$ cat src/rtl/demux_rr_sched.sv
// ----------------------------------------------------------------------------
// demux_rr_sched
//
// One-word buffered demultiplexer. A word accepted from the upstream port is
// held and offered on exactly one of four output lanes. The lane is picked
// at acceptance time, either from a round-robin pointer (mode=0) or from the
// sel input (mode=1). The buffer can be refilled on the same edge that
// delivers the held word, so a continuous stream runs at one word per cycle.
//
// Ports
//   clk        sole clock, rising edge
//   rst_n      asynchronous active-low reset
//   en         scheduler enable; 0 blocks new acceptance (held word still drains)
//   mode       0 = round-robin target, 1 = fixed target from sel
//   sel        fixed target lane used when mode=1
//   in_valid   upstream word present
//   in_data    upstream word
//   in_ready   block accepts in_data this cycle
//   out_ready  per-lane ready, bit k = lane k
//   out_valid  one-hot lane-valid, bit k = lane k
//   out_data   held word, common to all lanes
//   ptr        current round-robin pointer
//   cnt0..cnt3 per-lane delivered-word counters (wrap at 256)
// ----------------------------------------------------------------------------
module demux_rr_sched #(
    parameter int W = 8
) (
    input  logic         clk,
    input  logic         rst_n,
    input  logic         en,
    input  logic         mode,
    input  logic [1:0]   sel,
    input  logic         in_valid,
    input  logic [W-1:0] in_data,
    output logic         in_ready,
    input  logic [3:0]   out_ready,
    output logic [3:0]   out_valid,
    output logic [W-1:0] out_data,
    output logic [1:0]   ptr,
    output logic [7:0]   cnt0,
    output logic [7:0]   cnt1,
    output logic [7:0]   cnt2,
    output logic [7:0]   cnt3
);

    typedef enum logic {
        EMPTY = 1'b0,
        HOLD  = 1'b1
    } state_e;

    state_e         state_q, state_d;
    logic [W-1:0]   data_q,  data_d;
    logic [1:0]     tgt_q,   tgt_d;
    logic [1:0]     ptr_q,   ptr_d;
    logic [7:0]     cnt_q [4];
    logic [7:0]     cnt_d [4];

    logic           xfer_out;
    logic           xfer_in;

    // ------------------------------------------------------------------
    // State register
    // ------------------------------------------------------------------
    // NOTE: sequential state uses non-blocking assignments only, so every
    // flop samples the values computed before this edge.
    always_ff @(posedge clk or negedge rst_n) begin
        if (!rst_n) begin
            state_q <= EMPTY;
            data_q  <= '0;
            tgt_q   <= 2'd0;
            ptr_q   <= 2'd0;
            for (int i = 0; i < 4; i++) begin
                cnt_q[i] <= 8'd0;
            end
        end else begin
            state_q <= state_d;
            data_q  <= data_d;
            tgt_q   <= tgt_d;
            ptr_q   <= ptr_d;
            for (int i = 0; i < 4; i++) begin
                cnt_q[i] <= cnt_d[i];
            end
        end
    end

    // ------------------------------------------------------------------
    // Next-state logic
    // ------------------------------------------------------------------
    // NOTE: every signal assigned here gets a default first, so no path
    // leaves it unassigned and no latch is inferred.
    always_comb begin
        state_d = state_q;
        case (state_q)
            EMPTY:   if (xfer_in)              state_d = HOLD;
            HOLD:    if (xfer_out && !xfer_in) state_d = EMPTY;
            default:                           state_d = EMPTY;
        endcase
    end

    // Datapath next values: buffer, target, pointer and counters.
    always_comb begin
        data_d = data_q;
        tgt_d  = tgt_q;
        ptr_d  = ptr_q;
        for (int i = 0; i < 4; i++) begin
            cnt_d[i] = cnt_q[i];
        end

        if (xfer_out) begin
            cnt_d[tgt_q] = cnt_q[tgt_q] + 8'd1;
            if (!mode) begin
                ptr_d = ptr_q + 2'd1;
            end
        end

        // A word accepted on the same edge as a round-robin delivery takes
        // the already-advanced pointer, so a back-to-back stream visits
        // lanes 0,1,2,3,0,... instead of repeating a lane.
        if (xfer_in) begin
            data_d = in_data;
            tgt_d  = mode ? sel : ptr_d;
        end
    end

    // ------------------------------------------------------------------
    // Output logic
    // ------------------------------------------------------------------
    always_comb begin
        out_valid = 4'b0000;
        if (state_q == HOLD) begin
            out_valid = 4'b0001 << tgt_q;
        end
        // Only the latched target lane's ready bit matters.
        xfer_out = (state_q == HOLD) && out_ready[tgt_q];
        in_ready = en && ((state_q == EMPTY) || xfer_out);
        xfer_in  = in_valid && in_ready;
    end

    assign out_data = data_q;
    assign ptr      = ptr_q;
    assign cnt0     = cnt_q[0];
    assign cnt1     = cnt_q[1];
    assign cnt2     = cnt_q[2];
    assign cnt3     = cnt_q[3];

endmodule

$ cat config.mk
export PLATFORM = sky130hd
export DESIGN_NAME = demux_rr_sched
export DESIGN_NICKNAME = d
export VERILOG_FILES = /design/src/rtl/demux_rr_sched.sv
export SDC_FILE = /design/constraint.sdc
export NUM_CORES = 1
export LEC_CHECK = 0
export ABC_CLOCK_PERIOD_IN_PS = 2700
export BUFFER_PORTS_ARGS = -buffer_cell sky130_fd_sc_hd__buf_4
export CORE_ASPECT_RATIO = 1.2
export CORE_MARGIN = 3
export CORE_UTILIZATION = 30
export CTS_BUF_LIST = sky130_fd_sc_hd__clkbuf_8
export DETAILED_ROUTE_END_ITERATION = 8
export PLACE_DENSITY_LB_ADDON = 0.3
export SETUP_SLACK_MARGIN = 0.05
export SYNTH_ARGS = -nofsm -noshare
export SYNTH_HDL_FRONTEND = slang
export SYNTH_SLANG_ARGS = --single-unit
$ cat constraint.sdc
create_clock -name clk -period 2.7 [get_ports clk]
set_clock_uncertainty 0.1 [all_clocks]
set_input_delay 0.27 -clock clk [delete_from_list [all_inputs] [get_ports clk]]
set_output_delay 0.27 -clock clk [all_outputs]
set_load 0.02 [all_outputs]
==> impl_results.rst <==
.. list-table::
   :header-rows: 1

   * - Metric
     - Value
   * - Reported leakage power
     - 0.00130 uW
   * - Die outline height
     - 98.8 um
   * - Post-layout minimum cycle time
     - 2440 ps
   * - Maximum ir drop on the vdd rail
     - 482 uV
   * - Total wire length
     - 5.28 mm
   * - Worst-skew pair later-pin latency
     - 300 ps
   * - Flop and latch count out of synthesis
     - 45
   * - Count of input and output buffers
     - 65
   * - Synthesized Nets
     - 216
   * - Layout Nets
     - 282
   * - Cells after Synth
     - 196
   * - Startpoint-to-endpoint class of the critical path
     - flip-flop to output pin
   * - Post-synthesis sequential area ratio
     - 52.3%
   * - First-pass GRT wire length
     - 8.84 mm
   * - Cells taking the most area after synthesis
     - sky130_fd_sc_hd__dfrtp_1 (52%), sky130_fd_sc_hd__mux4_2 (9.4%), sky130_fd_sc_hd__nand2_1 (6.4%)
   * - Largest area contributor in the netlist
     - sky130_fd_sc_hd__dfrtp_1
   * - Mux cell area share after synthesis
     - 14.1%
   * - Layout cell share with drive strength beyond 1
     - 36.9%
   * - Initial antenna violation count
     - 0
   * - Transition time at the pin with the least slew margin
     - 562 ps
   * - Std cell rows
     - 33
   * - Area share of the largest cell type after synthesis
     - 52.3%
   * - Worst-case headroom to the max-slew limit
     - 62.5%
   * - Post-route clock period utilization
     - 90.3%
   * - Maximum fanout along the worst path
     - 8
   * - Endpoint kind of the worst setup timing path
     - output pin
   * - Hold_ws
     - 102 ps
   * - Starting Density
     - 31.2%
   * - Initial detailed-routing violation count
     - 89
   * - Main combinational cell family by area after synthesis
     - simple AND/OR/NAND/NOR gates
   * - Compound-gate portion of the synthesized area
     - 9.99%
   * - Arrival time of data at the critical path endpoint
     - 2070 ps
   * - Clock tree from TritonCTS
     - done
   * - H-tree lvl count
     - 2
   * - Parity-gate share of the synthesized area counting xor and xnor cells
     - 2.03%
   * - CTS-repair resized insts
     - 0
   * - Total vias in the final route
     - 1747
   * - Final Max Tran Viols
     - 0
   * - Total setup buffers inserted after CTS
     - 0
   * - Mean instance size in the synthesized netlist
     - 11.0 um^2
   * - Routed len/inst
     - 15.1 um
   * - Min-delay worst type
     - primary input to flip-flop
   * - Area fraction in and, or, nand and nor cells after synthesis
     - 17.0%
   * - Achievable frequency
     - 410 MHz
   * - Congestion Overflow GR
     - 0
   * - Non-filler instance count after layout
     - 350
   * - Summed instance area of the synthesized netlist
     - 0.00215 mm^2
   * - Final standard cell utilization of the core
     - 40.8%
   * - Crit start category
     - flip-flop
   * - Cell at the root of the clock tree
     - sky130_fd_sc_hd__clkbuf_8
   * - Total power density per cell area
     - 1140 mW/mm^2
   * - Critical Path RT
     - 2330 ps
   * - Clock transition at the register clock pins on the worst setup and hold paths after CTS
     - 80 ps
   * - Iteration count of the initial detailed-routing pass
     - 4
   * - Setup tns final
     - 0 ps
   * - Power, Total
     - 3210 uW
   * - IO Count
     - 66
   * - RSZ-0062 raised after global routing
     - false
   * - Post-detail-place hpwl
     - 3.94 mm
   * - Die X
     - 83.3 um
   * - Number of maximum-capacitance violations
     - 0
   * - Via count of the first global-routing pass
     - 1753
   * - ANT cells
     - 0
   * - Largest net degree at the start of global routing
     - 46
   * - Warnings, synthesis
     - 0
   * - Number of clock buffers inserted by TritonCTS
     - 5
   * - Adder-Cell Fraction of Synth Area
     - 0.581%
   * - TritonCTS sink count
     - 45
   * - Routability congestion estimate
     - 0.828
   * - DRT antenna net count
     - 0
   * - DR vias/cell
     - 4.99
   * - Number of DRC violations after detailed routing
     - 0
   * - P&R area growth vs syn
     - 30.7%
   * - Max Buffers Root-to-Sink
     - 2
   * - Core Area
     - 0.00690 mm^2
   * - Total of endpoints with negative setup slack in the final report
     - 0
   * - Netlist cell types
     - 33
   * - Die Area
     - 0.00823 mm^2
   * - Global router's overall resource usage
     - 13.4%
   * - Status
     - finished, final reports clean
   * - Fin. Hold Viols
     - 0
   * - Dpl cells
     - 341
## through the flow
| step | setup WS (ps) | instance area, um^2 |
|---|---|---|
| floorplan | 677 | 2150 |
| global placement | 441 | 2710 |
| detailed placement | 388 | 2710 |
| CTS | 199 | 2820 |
| global route | 127 | 2820 |
| finish | 261 | 2820 |
## cell usage after synthesis
cell                        n
sky130_fd_sc_hd__a21boi_0   1
sky130_fd_sc_hd__a31o_2     1
sky130_fd_sc_hd__a31oi_1    9
sky130_fd_sc_hd__and2_1     3
sky130_fd_sc_hd__and3_1     2
sky130_fd_sc_hd__buf_4      1
sky130_fd_sc_hd__buf_6      3
sky130_fd_sc_hd__clkbuf_1   6
sky130_fd_sc_hd__dfrtp_1   45
sky130_fd_sc_hd__ha_1       1
sky130_fd_sc_hd__inv_1      6
sky130_fd_sc_hd__mux2_2     8
sky130_fd_sc_hd__mux2i_1    1
sky130_fd_sc_hd__mux4_2     9
sky130_fd_sc_hd__nand2_1   37
sky130_fd_sc_hd__nand2b_1   1
sky130_fd_sc_hd__nand3_1    7
sky130_fd_sc_hd__nand3_2    1
sky130_fd_sc_hd__nand4_1    1
sky130_fd_sc_hd__nand4_2    1
sky130_fd_sc_hd__nand4b_1   2
sky130_fd_sc_hd__nor2_1    10
sky130_fd_sc_hd__nor3_1     2
sky130_fd_sc_hd__nor3b_1    2
sky130_fd_sc_hd__o211a_1    1
sky130_fd_sc_hd__o211ai_1   4
sky130_fd_sc_hd__o21ai_0   19
sky130_fd_sc_hd__o31ai_1    1
sky130_fd_sc_hd__or3_1      2
sky130_fd_sc_hd__or3_4      1
sky130_fd_sc_hd__or4_1      3
sky130_fd_sc_hd__xnor2_1    3
sky130_fd_sc_hd__xor2_1     2
## final cells by class
type	instances	area (um^2)
repair buffers	69	520
multi-input cells	135	941
inverters	6	22.5
clock inverters	2	13.8
clock buffers	6	82.6
fillers	679	4080
well taps	87	109
flip-flops and latches	45	1130
## routing by layer
metal / track usage [%] / share of wire (%)
met1: 17.5 / 42
met2: 22.0 / 49
met3: 3.09 / 7.2
met4: 4.78 / 1.2
met5: 0 / 0
## flip-flops by register name, summed over array words and instances (netlist names)
signal	count
cnt0	8
cnt1	8
cnt2	8
cnt3	8
out_data	8
ptr	2
tgt_q	2
state_q	1
## worst paths after layout
| check | startpoint | cells past startpoint | slack, ps | end |
|---|---|---|---|---|
| worst max-delay path | tgt_q[0] | 4 | 260 | in_ready |
| worst min-delay path | in_data[7] | 2 | 100 | out_data[7] |
| worst max register to register | tgt_q[0] | 5 | 430 | cnt1[4] |
| worst min register to register | cnt0[2] | 2 | 410 | cnt0[2] |
| max in group asynchronous | rst_n | 2 | 1730 | ptr[0] |
| min in group asynchronous | rst_n | 2 | 400 | cnt1[2] |
## worst max-delay path, stage by stage, from the launching register on
cell,delay [ps]
sky130_fd_sc_hd__dfrtp_1,620
sky130_fd_sc_hd__mux4_2,640
sky130_fd_sc_hd__nand2b_1,180
sky130_fd_sc_hd__and2_1,170
sky130_fd_sc_hd__buf_4,150
## power breakdown
part           total [uW]  switching (uW)  internal [uW]
Combinational        1580             874            711
Clock                 442             235            208
Sequential           1190             267            919
## repair_timing
action	4_1_cts	5_1_grt
endpoints found under the hold margin	45	0
hold buffers	1	0
setup endpoints to repair	0	0
## kinds of logic (layout without fill, tap and decap cells)
group	after synthesis	in the layout
mux	18	18
buf+inv	16	83
simple gates	75	75
fa+ha+maj	1	1
xor+xnor	5	5
flops	45	45
compound gates	36	36
## placed cells by master (no fill, tap or decap), drive strengths merged, types with 2 or more instances in the layout
master,instances
a31oi,9
and2,3
and3,2
buf,68
clkbuf,6
clkinv,2
dfrtp,45
inv,6
mux2,8
mux4,9
nand2,37
nand3,8
nand4,2
nand4b,2
nor2,10
nor3,2
nor3b,2
o211ai,4
o21ai,19
or3,3
or4,3
xnor2,3
xor2,2
(Power assumes the default switching activity.)
